$ cat config.mk
export PLATFORM = sky130hd
export DESIGN_NAME = aes_decrypt_controller_flat
export DESIGN_NICKNAME = d
export VERILOG_FILES = /design/src/rtl/aes_decrypt_controller_if.sv /design/src/rtl/aes_decrypt_controller.sv /design/src/flat_wrapper.sv
export SDC_FILE = /design/constraint.sdc
export NUM_CORES = 1
export LEC_CHECK = 0
export ABC_AREA = 1
export BUFFER_PORTS_ARGS = -buffer_cell sky130_fd_sc_hd__buf_4
export CAP_MARGIN = 20
export CORE_MARGIN = 3
export CORE_UTILIZATION = 40
export CTS_CLUSTER_DIAMETER = 30
export DETAILED_ROUTE_END_ITERATION = 8
export PLACE_DENSITY_LB_ADDON = 0.1
export SYNTH_ARGS = -nofsm -noshare
export SYNTH_HDL_FRONTEND = slang
export SYNTH_SLANG_ARGS = --single-unit
$ cat constraint.sdc
create_clock -name CLK -period 1.7 [get_ports CLK]
set_input_delay 0.17 -clock CLK [delete_from_list [all_inputs] [get_ports CLK]]
set_output_delay 0.17 -clock CLK [all_outputs]
set_load 0.1 [all_outputs]
$ cat src/rtl/aes_decrypt_controller_if.sv
// rtl/aes_decrypt_controller_if.sv - START/DONE handshake and datapath control bundle for the AES-128 decrypt sequencer
interface aes_decrypt_controller_if;
  logic       AES_START;
  logic       AES_DONE;
  logic       BUSY;
  logic       LD_MSG;
  logic       LD_STATE;
  logic [2:0] OP_SEL;
  logic [3:0] RK_IDX;
  logic [1:0] MC_WORD;
  logic       LD_RESULT;

  modport master (
    input  AES_START,
    output AES_DONE, BUSY, LD_MSG, LD_STATE, OP_SEL, RK_IDX, MC_WORD, LD_RESULT
  );

  modport slave (
    output AES_START,
    input  AES_DONE, BUSY, LD_MSG, LD_STATE, OP_SEL, RK_IDX, MC_WORD, LD_RESULT
  );
endinterface

$ cat src/rtl/aes_decrypt_controller.sv
// rtl/aes_decrypt_controller.sv - AES-128 inverse-cipher sequencer driving the shared state-register datapath
module aes_decrypt_controller #(
  parameter int unsigned KEYEXP_CYCLES = 12
) (
  input  logic                    CLK,
  input  logic                    RESET,
  aes_decrypt_controller_if.master bus
);

  typedef enum logic [3:0] {
    S_IDLE, S_LOAD, S_KEYEXP, S_INIT_ARK, S_ISR, S_ISB, S_ARK, S_IMC,
    S_F_ISR, S_F_ISB, S_F_ARK, S_WRITEBACK, S_DONE
  } state_e;

  localparam logic [7:0] KEXP_LOAD = 8'(KEYEXP_CYCLES - 1);

  state_e     state_q, state_d;
  logic [3:0] rnd_q, rnd_d;
  logic [7:0] wait_q, wait_d;
  logic [1:0] col_q, col_d;

  logic       done_q, done_d;
  logic       busy_q, busy_d;
  logic       ld_msg_q, ld_msg_d;
  logic       ld_state_q, ld_state_d;
  logic       ld_result_q, ld_result_d;
  logic [2:0] op_sel_q, op_sel_d;
  logic [3:0] rk_idx_q, rk_idx_d;
  logic [1:0] mc_word_q, mc_word_d;

  always_comb begin
    state_d = state_q;
    rnd_d   = rnd_q;
    wait_d  = wait_q;
    col_d   = col_q;
    case (state_q)
      S_IDLE:      if (bus.AES_START) state_d = S_LOAD;
      S_LOAD: begin
        wait_d  = KEXP_LOAD;
        rnd_d   = 4'd10;
        state_d = S_KEYEXP;
      end
      S_KEYEXP: begin
        if (wait_q == 8'd0) state_d = S_INIT_ARK;
        else                wait_d  = wait_q - 8'd1;
      end
      S_INIT_ARK: begin
        rnd_d   = 4'd9;
        state_d = S_ISR;
      end
      S_ISR:       state_d = S_ISB;
      S_ISB:       state_d = S_ARK;
      S_ARK:       state_d = S_IMC;
      // Column counter only wraps when leaving IMC, so it is always 0 on IMC entry.
      S_IMC: begin
        if (col_q == 2'd3) begin
          col_d = 2'd0;
          if (rnd_q == 4'd1) begin
            state_d = S_F_ISR;
          end else begin
            rnd_d   = rnd_q - 4'd1;
            state_d = S_ISR;
          end
        end else begin
          col_d = col_q + 2'd1;
        end
      end
      S_F_ISR:     state_d = S_F_ISB;
      S_F_ISB:     state_d = S_F_ARK;
      S_F_ARK:     state_d = S_WRITEBACK;
      S_WRITEBACK: state_d = S_DONE;
      S_DONE:      if (!bus.AES_START) state_d = S_IDLE;
      default:     state_d = S_IDLE;
    endcase
  end

  // Outputs are decoded from the next state so the registered copies line up with state_q.
  always_comb begin
    busy_d      = (state_d != S_IDLE) && (state_d != S_DONE);
    done_d      = (state_d == S_DONE);
    ld_msg_d    = (state_d == S_LOAD);
    ld_result_d = (state_d == S_WRITEBACK);
    ld_state_d  = 1'b0;
    op_sel_d    = 3'd0;
    mc_word_d   = 2'd0;
    rk_idx_d    = rnd_d;
    case (state_d)
      S_IDLE:           rk_idx_d = 4'd0;
      S_INIT_ARK: begin
        ld_state_d = 1'b1;
        op_sel_d   = 3'd1;
        rk_idx_d   = 4'd10;
      end
      S_ISR, S_F_ISR: begin
        ld_state_d = 1'b1;
        op_sel_d   = 3'd2;
      end
      S_ISB, S_F_ISB: begin
        ld_state_d = 1'b1;
        op_sel_d   = 3'd3;
      end
      S_ARK: begin
        ld_state_d = 1'b1;
        op_sel_d   = 3'd1;
      end
      S_IMC: begin
        ld_state_d = 1'b1;
        op_sel_d   = 3'd4;
        mc_word_d  = col_d;
      end
      S_F_ARK: begin
        ld_state_d = 1'b1;
        op_sel_d   = 3'd1;
        rk_idx_d   = 4'd0;
      end
      default: ;
    endcase
  end

  always_ff @(posedge CLK or negedge RESET) begin
    if (!RESET) begin
      state_q     <= S_IDLE;
      rnd_q       <= 4'd0;
      wait_q      <= 8'd0;
      col_q       <= 2'd0;
      done_q      <= 1'b0;
      busy_q      <= 1'b0;
      ld_msg_q    <= 1'b0;
      ld_state_q  <= 1'b0;
      ld_result_q <= 1'b0;
      op_sel_q    <= 3'd0;
      rk_idx_q    <= 4'd0;
      mc_word_q   <= 2'd0;
    end else begin
      state_q     <= state_d;
      rnd_q       <= rnd_d;
      wait_q      <= wait_d;
      col_q       <= col_d;
      done_q      <= done_d;
      busy_q      <= busy_d;
      ld_msg_q    <= ld_msg_d;
      ld_state_q  <= ld_state_d;
      ld_result_q <= ld_result_d;
      op_sel_q    <= op_sel_d;
      rk_idx_q    <= rk_idx_d;
      mc_word_q   <= mc_word_d;
    end
  end

  assign bus.AES_DONE  = done_q;
  assign bus.BUSY      = busy_q;
  assign bus.LD_MSG    = ld_msg_q;
  assign bus.LD_STATE  = ld_state_q;
  assign bus.LD_RESULT = ld_result_q;
  assign bus.OP_SEL    = op_sel_q;
  assign bus.RK_IDX    = rk_idx_q;
  assign bus.MC_WORD   = mc_word_q;

endmodule

$ cat src/flat_wrapper.sv
// flat-port wrapper written by rule: the top's interface ports become plain ports
module aes_decrypt_controller_flat 
#(
  parameter int unsigned KEYEXP_CYCLES = 12
)
  (CLK, RESET, bus_AES_START, bus_AES_DONE, bus_BUSY, bus_LD_MSG, bus_LD_STATE, bus_OP_SEL, bus_RK_IDX, bus_MC_WORD, bus_LD_RESULT);
  aes_decrypt_controller_if bus_i ();
  input  logic CLK;
  input  logic RESET;
  input wire logic [$bits(bus_i.AES_START)-1:0] bus_AES_START;
  output wire logic [$bits(bus_i.AES_DONE)-1:0] bus_AES_DONE;
  output wire logic [$bits(bus_i.BUSY)-1:0] bus_BUSY;
  output wire logic [$bits(bus_i.LD_MSG)-1:0] bus_LD_MSG;
  output wire logic [$bits(bus_i.LD_STATE)-1:0] bus_LD_STATE;
  output wire logic [$bits(bus_i.OP_SEL)-1:0] bus_OP_SEL;
  output wire logic [$bits(bus_i.RK_IDX)-1:0] bus_RK_IDX;
  output wire logic [$bits(bus_i.MC_WORD)-1:0] bus_MC_WORD;
  output wire logic [$bits(bus_i.LD_RESULT)-1:0] bus_LD_RESULT;
  assign bus_i.AES_START = bus_AES_START;
  assign bus_AES_DONE = bus_i.AES_DONE;
  assign bus_BUSY = bus_i.BUSY;
  assign bus_LD_MSG = bus_i.LD_MSG;
  assign bus_LD_STATE = bus_i.LD_STATE;
  assign bus_OP_SEL = bus_i.OP_SEL;
  assign bus_RK_IDX = bus_i.RK_IDX;
  assign bus_MC_WORD = bus_i.MC_WORD;
  assign bus_LD_RESULT = bus_i.LD_RESULT;
  aes_decrypt_controller #(.KEYEXP_CYCLES(KEYEXP_CYCLES)) u_core (.CLK(CLK), .RESET(RESET), .bus(bus_i));
endmodule
==> flow_summary.toml <==
[global_routing]
grt_overflow = 0
globalRouteMet3Util_pct = 3.84
grt_max_degree = 33
grt_pass1_vias = 1376
use_met1_pct = 17.5
grt.busiest_layer = "met2"
grt_pass1_wl_um = 6060
antenna_found_initial = 0
grtUsageTotal_pct = 15.3
grt_use_met2_pct = 27.7

[timing]
period_share_pct = 92.8
fmax_mhz = 634
finalHoldViolCount = 0
finalSetupViolCount = 0
max_slew_margin_pct = 73.7
slew_viol_final = 0
min_period_ps = 1580
rsz0062_at_grt = "yes"
skew_ps = 4.10
worst_pin_slew_ps = 395

[detailed_routing]
drc = 0
ant_nets = 0
dr.pass1.iters = 4
routedWlPerCell_um = 12.5
vias_per_cell = 4.89
vias = 1373
drt-initial-drc-count = 44
postRouteWirelength_um = 3520

[clock_tree]
cts_made_buffers = 5
clk_pin_slew_worst_paths_ps = 70
clk_latency_ps = 280
cts_root_buf = "clkbuf_8"
htreeDepth = 2
cts_tree = "done"
clock_sinks = 32
clockBufferDepth = 2
cts_setup_buffers = 0

[yosys]
synth.most_common_cell = "nand2_1"
yosysTopAreaCellShare_pct = 48.0
syn_area_per_cell_um2 = 8.21
syn_area_mm2 = 0.00167
ys_seq_elements = 32
synthArstFlopShare_pct = 100
syn-num-nets = 210
synth_edf_count = 0
yosys_warnings = 0
yosysSeqAreaShare_pct = 48.0
yosysTopAreaCell = "dfrtp_1"
synth_cells = 203
netlist_top_cells_count = "43 x nand2_1, 32 x dfrtp_1, 32 x inv_1"
synth_cell_types = 26
synth_area_leaders = "dfrtp_1 48%, nand2_1 9.7%, inv_1 7.2%"
ys.flop_type = "dfrtp_1"

[setup_path]
crit_cells = 11
endpoint = "u_core.wait_q[2]$_DFFE_PN0P_"
reg2reg_depth = 11
r2r_slack_ps = 120
crit_required_ps = 1880
cp_common_cell = "nor2_1"
cp-start-kind = "flop"
critPathCaptureType = "flop"
path_class = "reg2reg"
r2r_end = "u_core.wait_q[2]$_DFFE_PN0P_"
worstSetupStartpoint = "u_core.wait_q[0]$_DFFE_PN0P_"
cpPeakStageDelay_ps = 370
reg2reg_from = "u_core.wait_q[0]$_DFFE_PN0P_"
path_cells = "inv_2 > ha_2 > nand2_1 > nor2_2 > nand2_2 > nand2_2 > nand2_4 > inv_2 > nor2_1 > nor2_1 > nor2_1"
worst-path-buf-inv = 2
slowest_stage = "dfrtp_1"
critPathArrivalTime_ps = 1750
crit_fanout = 10
path_delay_family = "simple AND/OR/NAND/NOR gates"

[floorplan]
die_h_um = 70.6
coreArea_mm2 = 0.00383
io_pins = 17
rows = 22
die_area_mm2 = 0.00498
initial_core_util_pct = 43.6
dieWidth_um = 70.6

[layout]
fill_cells = 369
multi_input_area_um2 = 762
syn2layout_area_growth_pct = 22.5
nets = 239
final_cells = 281
layout-drive-gt1-share_pct = 26.6
seqCellArea_um2 = 801
diodes = 0

[placement]
placed_cells = 272
hpwl_um = 2770
port_buffers = 16
gp_congestion = 0.826

[run]
cap_violations = 0

[outcome]
status = "finished clean"

[min_path]
hold_class = "in2reg"
## kinds of logic after synthesis
logic type                 after synthesis  share of synthesized area [%]
xor gates and xnor gates                 4                           2.10
AOI/OAI and AO/OA                       25                           8.63
and+or+nand+nor                        101                           29.8
adders and majority gates                4                           3.00
DFF                                     32                           48.0
buffers and inverters                   37                           8.41
## worst min-delay path, delay by kind of cell
kind | cells | cell delay [ps]
AND/OR/NAND/NOR | 1 | 110
buffers and inverters | 2 | 150
## placed cells by master, fill, tap and decap left out, drive strengths merged, types with 2 or more instances in the layout
master  netlist  final
a21oi         7      7
o21ai        14     14
clkbuf        0      5
nor3          2      2
nand3        14     14
nand3b        2      2
dfrtp        32     32
nor2         31     31
a31oi         2      2
inv          36     36
nand2        49     49
ha            4      4
clkinv        1      2
nand4         2      2
xor2          4      4
buf           0     21
## worst min-delay path by stage
stage                                                to  slack, ps     startpoint  cells after the start
after floorplan           u_core.bus.AES_DONE$_DFF_PN0_       -130          RESET                      0
after global placement     u_core.wait_q[5]$_DFFE_PN0P_        120          RESET                      1
after detailed placement   u_core.wait_q[7]$_DFFE_PN0P_        130          RESET                      1
after CTS                   u_core.bus.LD_MSG$_DFF_PN0_        170  bus_AES_START                      3
after global routing        u_core.bus.LD_MSG$_DFF_PN0_        200  bus_AES_START                      3
final                       u_core.bus.LD_MSG$_DFF_PN0_        180  bus_AES_START                      3
## routing by layer
metal  wire (um)  up-vias
li1            -      690
met5           0        -
met3          89        6
met2        1910       15
met4          50        0
met1        1470      662
## final cells by class
cell class,count,share of cell area [%]
inverters,37,6.86
flip-flops and latches,32,39.2
repair buffers,22,8.21
well taps,48,2.94
clock inverters,3,2.08
multi-input cells,134,37.3
clock buffers,5,3.37
## registers in the layout, indices dropped and copies added (netlist names)
signal,count
u_core.wait_q,8
u_core.bus.BUSY,1
u_core.col_q,2
u_core.rnd_q,4
u_core.state_q,4
u_core.bus.RK_IDX,4
u_core.bus.LD_RESULT,1
u_core.bus.OP_SEL,3
u_core.bus.LD_MSG,1
u_core.bus.LD_STATE,1
u_core.bus.AES_DONE,1
u_core.bus.MC_WORD,2
## through the flow
stage / TNS [ps] / cell area [um^2] / hold WS [ps] / utilization (%) / worst slack [ps]
final: 0 / 2040 / 183 / 53.4 / 123
after CTS: 0 / 2010 / 173 / 52.6 / 7.72
after global placement: 0 / 1880 / 125 / 49.2 / 60.6
after global routing: -91.4 / 2040 / 196 / 53.4 / -29.7
after floorplan: 0 / 1670 / -126 / - / 161
after detailed placement: -62.6 / 1880 / 128 / 49.2 / -62.6
## repair_timing
item	4_1_cts	5_1_grt
hold buffers	1	0
pin swaps	0	1
hold endpoints to repair	32	0
resized for setup	3	9
endpoints found under the setup margin	1	15
Power is not shown: default switching activity piles up to over one toggle a cycle in this logic, so the estimate is an artifact.
